File: config.mk
export PLATFORM = sky130hd
export DESIGN_NAME = jtframe_cheat_dump
export DESIGN_NICKNAME = d
export VERILOG_FILES = /design/src/rtl/jtframe_cheat_dump.sv
export SDC_FILE = /design/constraint.sdc
export NUM_CORES = 1
export LEC_CHECK = 0
export CAP_MARGIN = 20
export CORE_ASPECT_RATIO = 0.5
export CORE_MARGIN = 2
export CORE_UTILIZATION = 45
export CTS_CLUSTER_DIAMETER = 60
export DETAILED_ROUTE_END_ITERATION = 7
export GPL_ROUTABILITY_DRIVEN = 1
export PLACE_DENSITY = 0.69
export SETUP_SLACK_MARGIN = 0.4
export SKIP_LAST_GASP = 1
export SYNTH_ARGS = -nofsm -noshare
export SYNTH_HDL_FRONTEND = slang
export SYNTH_SLANG_ARGS = --single-unit
File: constraint.sdc
create_clock -name clk -period 2.18 [get_ports clk]
set_input_delay 0.545 -clock clk [delete_from_list [all_inputs] [get_ports clk]]
set_output_delay 0.545 -clock clk [all_outputs]
set_load 0.02 [all_outputs]
File: src/rtl/jtframe_cheat_dump.sv
// Streams the 18-bit cheat memory out as loader-compatible bytes, four words per 9-byte group,
// optionally scrambled so the loader's descrambler restores the original bytes.
module jtframe_cheat_dump #(
  parameter int          AW       = 10,
  parameter bit          SCR_EN   = 1'b0,
  parameter logic [15:0] SCRAMBLE = 16'h0000
)(
  input  logic          clk,
  input  logic          rst,
  input  logic          start,
  input  logic [AW:0]   nwords,
  output logic [AW-1:0] mem_addr,
  input  logic [17:0]   mem_data,
  output logic [7:0]    dump_data,
  output logic [7:0]    dump_addr,
  output logic          dump_valid,
  input  logic          dump_ready,
  output logic          busy,
  output logic          done
);
  typedef enum logic [2:0] {IDLE, FETCH, WAIT, SEND, DONE} state_t;

  state_t        state;
  logic [24:0]   sbuf;
  logic [4:0]    fill;
  logic [AW+1:0] wcnt, wlast, nw_up;
  logic [AW:0]   nw;
  logic [17:0]   word;
  logic [24:0]   wbuf;

  // Inverse of the loader descrambler: pair swaps on the high mask nibble, XOR, then the low nibble.
  function automatic logic [7:0] scr(input logic [7:0] b, input logic [7:0] a);
    logic [7:0] m, r;
    m = a ^ SCRAMBLE[7:0];
    r = b;
    for (int i = 0; i < 4; i++)
      if (m[4+i]) r[2*i +: 2] = {r[2*i], r[2*i+1]};
    r = r ^ SCRAMBLE[15:8];
    for (int i = 0; i < 4; i++)
      if (m[i]) r[2*i +: 2] = {r[2*i], r[2*i+1]};
    return SCR_EN ? r : b;
  endfunction

  // Words past nwords are padding: zero, and the memory is never addressed for them.
  always_comb begin
    nw_up = {1'b0, nwords} + (AW+2)'(3);
    word  = (wcnt < {1'b0, nw}) ? mem_data : 18'd0;
    wbuf  = sbuf | ({7'd0, word} << fill);
  end

  always_ff @(posedge clk) begin
    if (rst) begin
      state      <= IDLE;
      sbuf       <= '0;
      fill       <= '0;
      wcnt       <= '0;
      wlast      <= '0;
      nw         <= '0;
      mem_addr   <= '0;
      dump_data  <= '0;
      dump_addr  <= '0;
      dump_valid <= 1'b0;
      busy       <= 1'b0;
      done       <= 1'b0;
    end else begin
      done <= 1'b0;
      case (state)
        IDLE: if (start) begin
          if (nwords == '0) done <= 1'b1;
          else begin
            nw        <= nwords;
            wlast     <= nw_up & ~(AW+2)'(3);
            wcnt      <= '0;
            sbuf      <= '0;
            fill      <= '0;
            dump_addr <= '0;
            mem_addr  <= '0;
            busy      <= 1'b1;
            state     <= FETCH;
          end
        end
        FETCH: state <= WAIT;
        WAIT: begin
          sbuf       <= wbuf;
          fill       <= fill + 5'd18;
          wcnt       <= wcnt + (AW+2)'(1);
          dump_data  <= scr(wbuf[7:0], dump_addr);
          dump_valid <= 1'b1;
          state      <= SEND;
        end
        SEND: if (dump_valid && dump_ready) begin
          sbuf      <= {8'd0, sbuf[24:8]};
          fill      <= fill - 5'd8;
          dump_addr <= dump_addr + 8'd1;
          if (fill >= 5'd16) dump_data <= scr(sbuf[15:8], dump_addr + 8'd1);
          else begin
            // Buffer drained below a byte: fetch the next word or finish the group.
            dump_valid <= 1'b0;
            if (wcnt < wlast) begin
              state <= FETCH;
              if (wcnt < {1'b0, nw}) mem_addr <= wcnt[AW-1:0];
            end else begin
              state <= DONE;
              busy  <= 1'b0;
              done  <= 1'b1;
            end
          end
        end
        DONE:    state <= IDLE;
        default: state <= IDLE;
      endcase
    end
  end
endmodule
**Word level (Yosys, flattened, before mapping)**

Cells that the tools add are included.

- Register bits after elaboration: 95
- Input port bits: 33
- Word-level logic and storage cells: 97

- Add/sub/neg operators: 5
- Magnitude comparators: 3
- Equality and inequality tests: 11
- Shift-type cells: 1
- Mux-type cells: 47
- Bitwise gates (word level): 2
- Reduce and logical (&&, ||, !) cells: 16

Operators by type and width:

| operator | number |
|---|---|
| $mux 25 | 3 |
| $pmux 25 s3 | 1 |
| $mux 10 | 6 |
| $mux 8 | 5 |
| $pmux 8 s2 | 2 |
| $or 25x25->25 | 1 |
| $shl 18x5->25 | 1 |
| $mux 12 | 2 |
| $pmux 12 s2 | 1 |
| $pmux 10 s2 | 1 |
| $mux 18 | 1 |
| $ne 2x2->1 const B | 8 |
| $mux 3 | 5 |
| $mux 5 | 3 |
| $pmux 5 s3 | 1 |
| $add 11x2->12 const B | 1 |
| $add 12x1->12 const B | 1 |
| $lt 12x11->1 | 1 |
| $lt 12x12->1 | 1 |
| $mux 1 | 12 |
| $pmux 3 s4 | 1 |
| $reduce_and 3->1 | 4 |
| $reduce_and 4->1 | 3 |
| $logic_not 11->1 | 1 |
| 14 further kinds | 19 |

**Logic depth before layout (Yosys ltp)**

- Depth after elaboration: 6
- Depth in mapped cells: 9
- Depth with buffers taken out: 8

**Worst setup path before layout**

OpenSTA, ideal clock, no wires.

- Path kind: input to register
- From: input port nwords[4]
- To: register dump_addr[7]
- Setup time: 0.122 ns
- Arrival: 2.053 ns
- Setup slack: 0.005 ns
- Stages: 8
- Path through: buf_2 nor3_1 and4_1 or3_4 buf_6 or3_1 xor2_1 nor2_1

- Longest elaborated chain between the ends: 3

Ends and longest elaborated chain:

| element | line | RTL |
|---|---|---|
| start: declaration | 11 | `input logic [AW:0] nwords,` |
| $logic_not 11->1 | 69 | `if (nwords == '0) done <= 1'b1;` |
| $ne 2x2->1 (no source line) | - |  |
| $reduce_and 4->1 (no source line) | - |  |
| end signal: assignment | 94 | `dump_addr <= dump_addr + 8'd1;` |
| end: declaration | 15 | `output logic [7:0] dump_addr,` |

No other way between the ends.
A chain may end at the register's enable or synchronous reset.

**Worst setup path after layout**

- From: register nw[10]
- To: register dump_data[3]

- Longest elaborated chain between the ends: 5

Ends and longest elaborated chain:

| element | line | RTL |
|---|---|---|
| start: declaration | 27 | `logic [AW:0] nw;` |
| start signal: assignment | 71 | `nw <= nwords;` |
| $lt 12x11->1 | 47 | `word = (wcnt < {1'b0, nw}) ? mem_data : 18'd0;` |
| $mux 18 | 47 |  |
| $shl 18x5->25 | 48 | `wbuf = sbuf \| ({7'd0, word} << fill);` |
| $or 25x25->25 | 48 |  |
| $pmux 8 s2 | 67 | `case (state)` |
| end signal: assignment | 87 | `dump_data <= scr(wbuf[7:0], dump_addr);` |
| end signal: assignment | 95 | `if (fill >= 5'd16) dump_data <= scr(sbuf[15:8], dump_addr + 8'd1);` |
| end: declaration | 14 | `output logic [7:0] dump_data,` |

No other way between the ends.

==> results.md <==
* Max frequency at 424.2 MHz
* Routed wire length at 17.08 mm
* Max_cap viols at 0
* Die footprint at 12950 sq um
* IO Port Bufs at roughly 60
* Average wire per standard cell at approximately 17 um
* Met1 WL at approximately 7.4 mm
* FF-to-FF Start: nw[10]
* R2R setup slack at -0.18 ns
* Clk pin slew, worst setup/hold paths at 0.07 ns
* GRT Util Overall at approximately a quarter
* Placed insts at about 960
* Antenna-violating nets left at 0
* Peak supply drop at 394.8 uV
* Diodes inserted at 0
* Global route overflow at 0
* Initial Utilization at roughly 46%
* Failing checks: setup timing
* Post-synth ARST share at 0%
* Top Layer Used: met4
* Vias per std cell at 5.769
* Fillers at between 900 and 1000
* First-pass GRT wire length at about 26 mm
* Die height at ~81 um
* Slowest Stage Delay on Critical Path at 0.39 ns
* Gpl congestion at about 0.87
* Crit-path cells: inv_2, ha_4, and4b_2, nand4_1, buf_4, or3_4, nand3_4, nor4_2, buf_4, o31a_1
* Fin crit share at 108.1%
* Met3 routed WL at between 700 and 800 um
* Area growth, synth to finish at 49.87%
* Worst hold-check path type: reg -> reg
* Met2 WL at between 8 and 9 mm
* Post-Syn Instances at around 680
* Drt first pass iters at 6
* PD cells at around 650 nW/um^2
* Synth Flop Type: dfxtp_1
* Setup crit end kind: flip-flop
* Largest net degree at the start of global routing at 36
* DR vias at between 5000 and 6000
* CP Launch Type: flip-flop
* DR DRC count at 0
* Final WS setup at -0.1771 ns
* Ys Warns at 0
* # rows at 28
* Latest clock arrival within the worst-skew pair at around 0.35 ns
* CTS tree: built
* HP Start: nw[1]
* Yosys top cell by area: dfxtp_1
* Root buf cell: clkbuf_16
* Origin of the worst setup path: nw[10]
* Placeable Area at around 12000 sq um
* Critical path class: reg -> reg
* Slew headroom at 61.11%
* Status: finished, violations left
* Area contributors post-synth: dfxtp_1 (35%), nor2_1 (5.7%), ha_1 (5.1%)
* Distinct cells, synth at 57
* Max clock buf depth at 2
* DP HPWL at about 11 mm
* Die extent in x at 158.9 um
* Slew Limit Fails at 0
* Setup Skew at 0.008499 ns
* Total clock buffers created by CTS at 9
* # IOs at 62
* RSZ-0062 raised after global routing: yes
* CP max-delay cell: or3_4
* Post-synth EDFFs at 0
* Setup tns final at -3.487 ns
* Tot Pwr at around 0.0053 W
* Post-synth top area share at approximately a third
* WP data required at between 2 and 2.5 ns
* Non-filler instance count after layout at 1000
* Tightest Pin Transition at about 0.58 ns
* Syn nets at 738
* Cts hold-fix bufs at 0
* Syn Area/Cell at approximately 7.9 sq um
* # setup viols final at 39
* Crit path arrival time at approximately 2.6 ns
* Layout cell share with drive strength beyond 1 at between 30% and 40%
* Final net count at ~900
* Fin. Hold Viols at 0
* Post-layout min period at around 2.4 ns
* Synthesized cell area at roughly 5400 sq um
* Initial antenna violation count at 0
* Critical path's most frequent cell: buf_4
* Vias in the first global route at 5491
* Drt initial violations at approximately 380
* Leak at roughly 3.2 nW
* Register area share after synthesis at a little over a third
* CP max FO at 6
* Flops & latches, synth at 94
* Sink Count at 94
* CTS H-tree depth at 3
routing by layer:
layer / vias up / global-route usage (%)
met1: 2778 / 30.29
li1: 2777 / -
met4: 0 / 9.273
met3: 44 / 4.444
met2: 170 / 45.41
met5: - / 0
cell families after synthesis:
family | count (synthesis) | synth area share, %
compound gates | 179 | 21.33
simple gates | 263 | 23.35
xor+xnor | 24 | 3.892
mux | 28 | 6.069
fa+ha+maj | 22 | 5.096
flops | 94 | 34.84
buf+inv | 73 | 5.420
power by group:
part	internal, W	switching [W]
Clock	0.000957	0.000688
Sequential	0.00181	0.0000961
Combinational	0.000825	0.000899
cells in the mapped netlist (all sizes together), types with 19 or more instances:
| library cell | number |
|---|---|
| dfxtp | 94 |
| nor2 | 83 |
| nand2 | 66 |
| a21oi | 52 |
| o21ai | 39 |
| clkbuf | 30 |
| inv | 28 |
| nor3 | 25 |
| ha | 22 |
| nand3 | 21 |
| nand4 | 20 |
| a211oi | 19 |
final cells by class:
type | count | area (sq um) | area share, %
clock buffer | 12 | 256.5 | 3.168
tap | 165 | 206.4 | 2.550
sequential | 94 | 1914 | 23.65
clock inverter | 4 | 53.80 | 0.6646
timing repair buffer | 181 | 1617 | 19.97
multi-input combinational | 516 | 3943 | 48.70
inverter | 28 | 105.1 | 1.298
worst paths after layout:
kind | endpoint | cells after the start
worst max-delay path | dump_data[3] | 10
worst max register to register | dump_data[3] | 10
worst min register to register | nw[1] | 2
worst min-delay path | nw[1] | 2
placed cells by master, fill, tap and decap left out, types with 10 or more instances in the layout:
cell type | synthesis | routed
dfxtp_2 | 0 | 11
nor2_1 | 82 | 75
nand4_1 | 20 | 20
dlygate4sd2_1 | 0 | 29
o21ai_0 | 38 | 31
buf_6 | 1 | 20
buf_4 | 0 | 93
nor4_1 | 16 | 10
mux2i_1 | 17 | 17
ha_1 | 22 | 13
xor2_1 | 15 | 14
inv_1 | 28 | 23
a21oi_1 | 52 | 48
dfxtp_1 | 94 | 78
nand2_1 | 66 | 63
clkdlybuf4s50_1 | 0 | 18
nor3_1 | 24 | 12
nand3_1 | 21 | 17
a211oi_1 | 19 | 10
state kept, by name, indices dropped and copies added, names as in the netlist, 4 cells and up:
signal,count
fill,4
dump_addr,8
dump_data,8
nw,11
mem_addr,10
wlast,10
sbuf,25
wcnt,12
critical path, delay by kind of cell, from the launching register on:
family | cells | cell delay [ns]
simple gates | 5 | 1.04
buf+inv | 3 | 0.37
flops | 1 | 0.33
fa+ha+maj | 1 | 0.26
compound gates | 1 | 0.24
what timing repair did:
| action | in CTS | in global routing |
|---|---|---|
| endpoints found under the setup margin | 122 | 85 |
| setup buffers | 15 | 7 |
| resized for setup | 133 | 79 |
| pin swaps | 42 | 53 |
| cloned | 3 | 1 |
per-stage QoR:
step,util (%),hold slack [ns],setup WS (ns),cell area (sq um)
after floorplan,-,0.4324,0.1020,5627
after global placement,59.64,0.4450,-0.5641,7020
after detailed placement,59.64,0.4490,-0.6122,7020
after CTS,65.86,0.4581,-0.1413,7752
after global routing,68.77,0.4791,-0.2217,8095
final,68.77,0.4562,-0.1771,8095
Power figures use the tool's default switching activity.
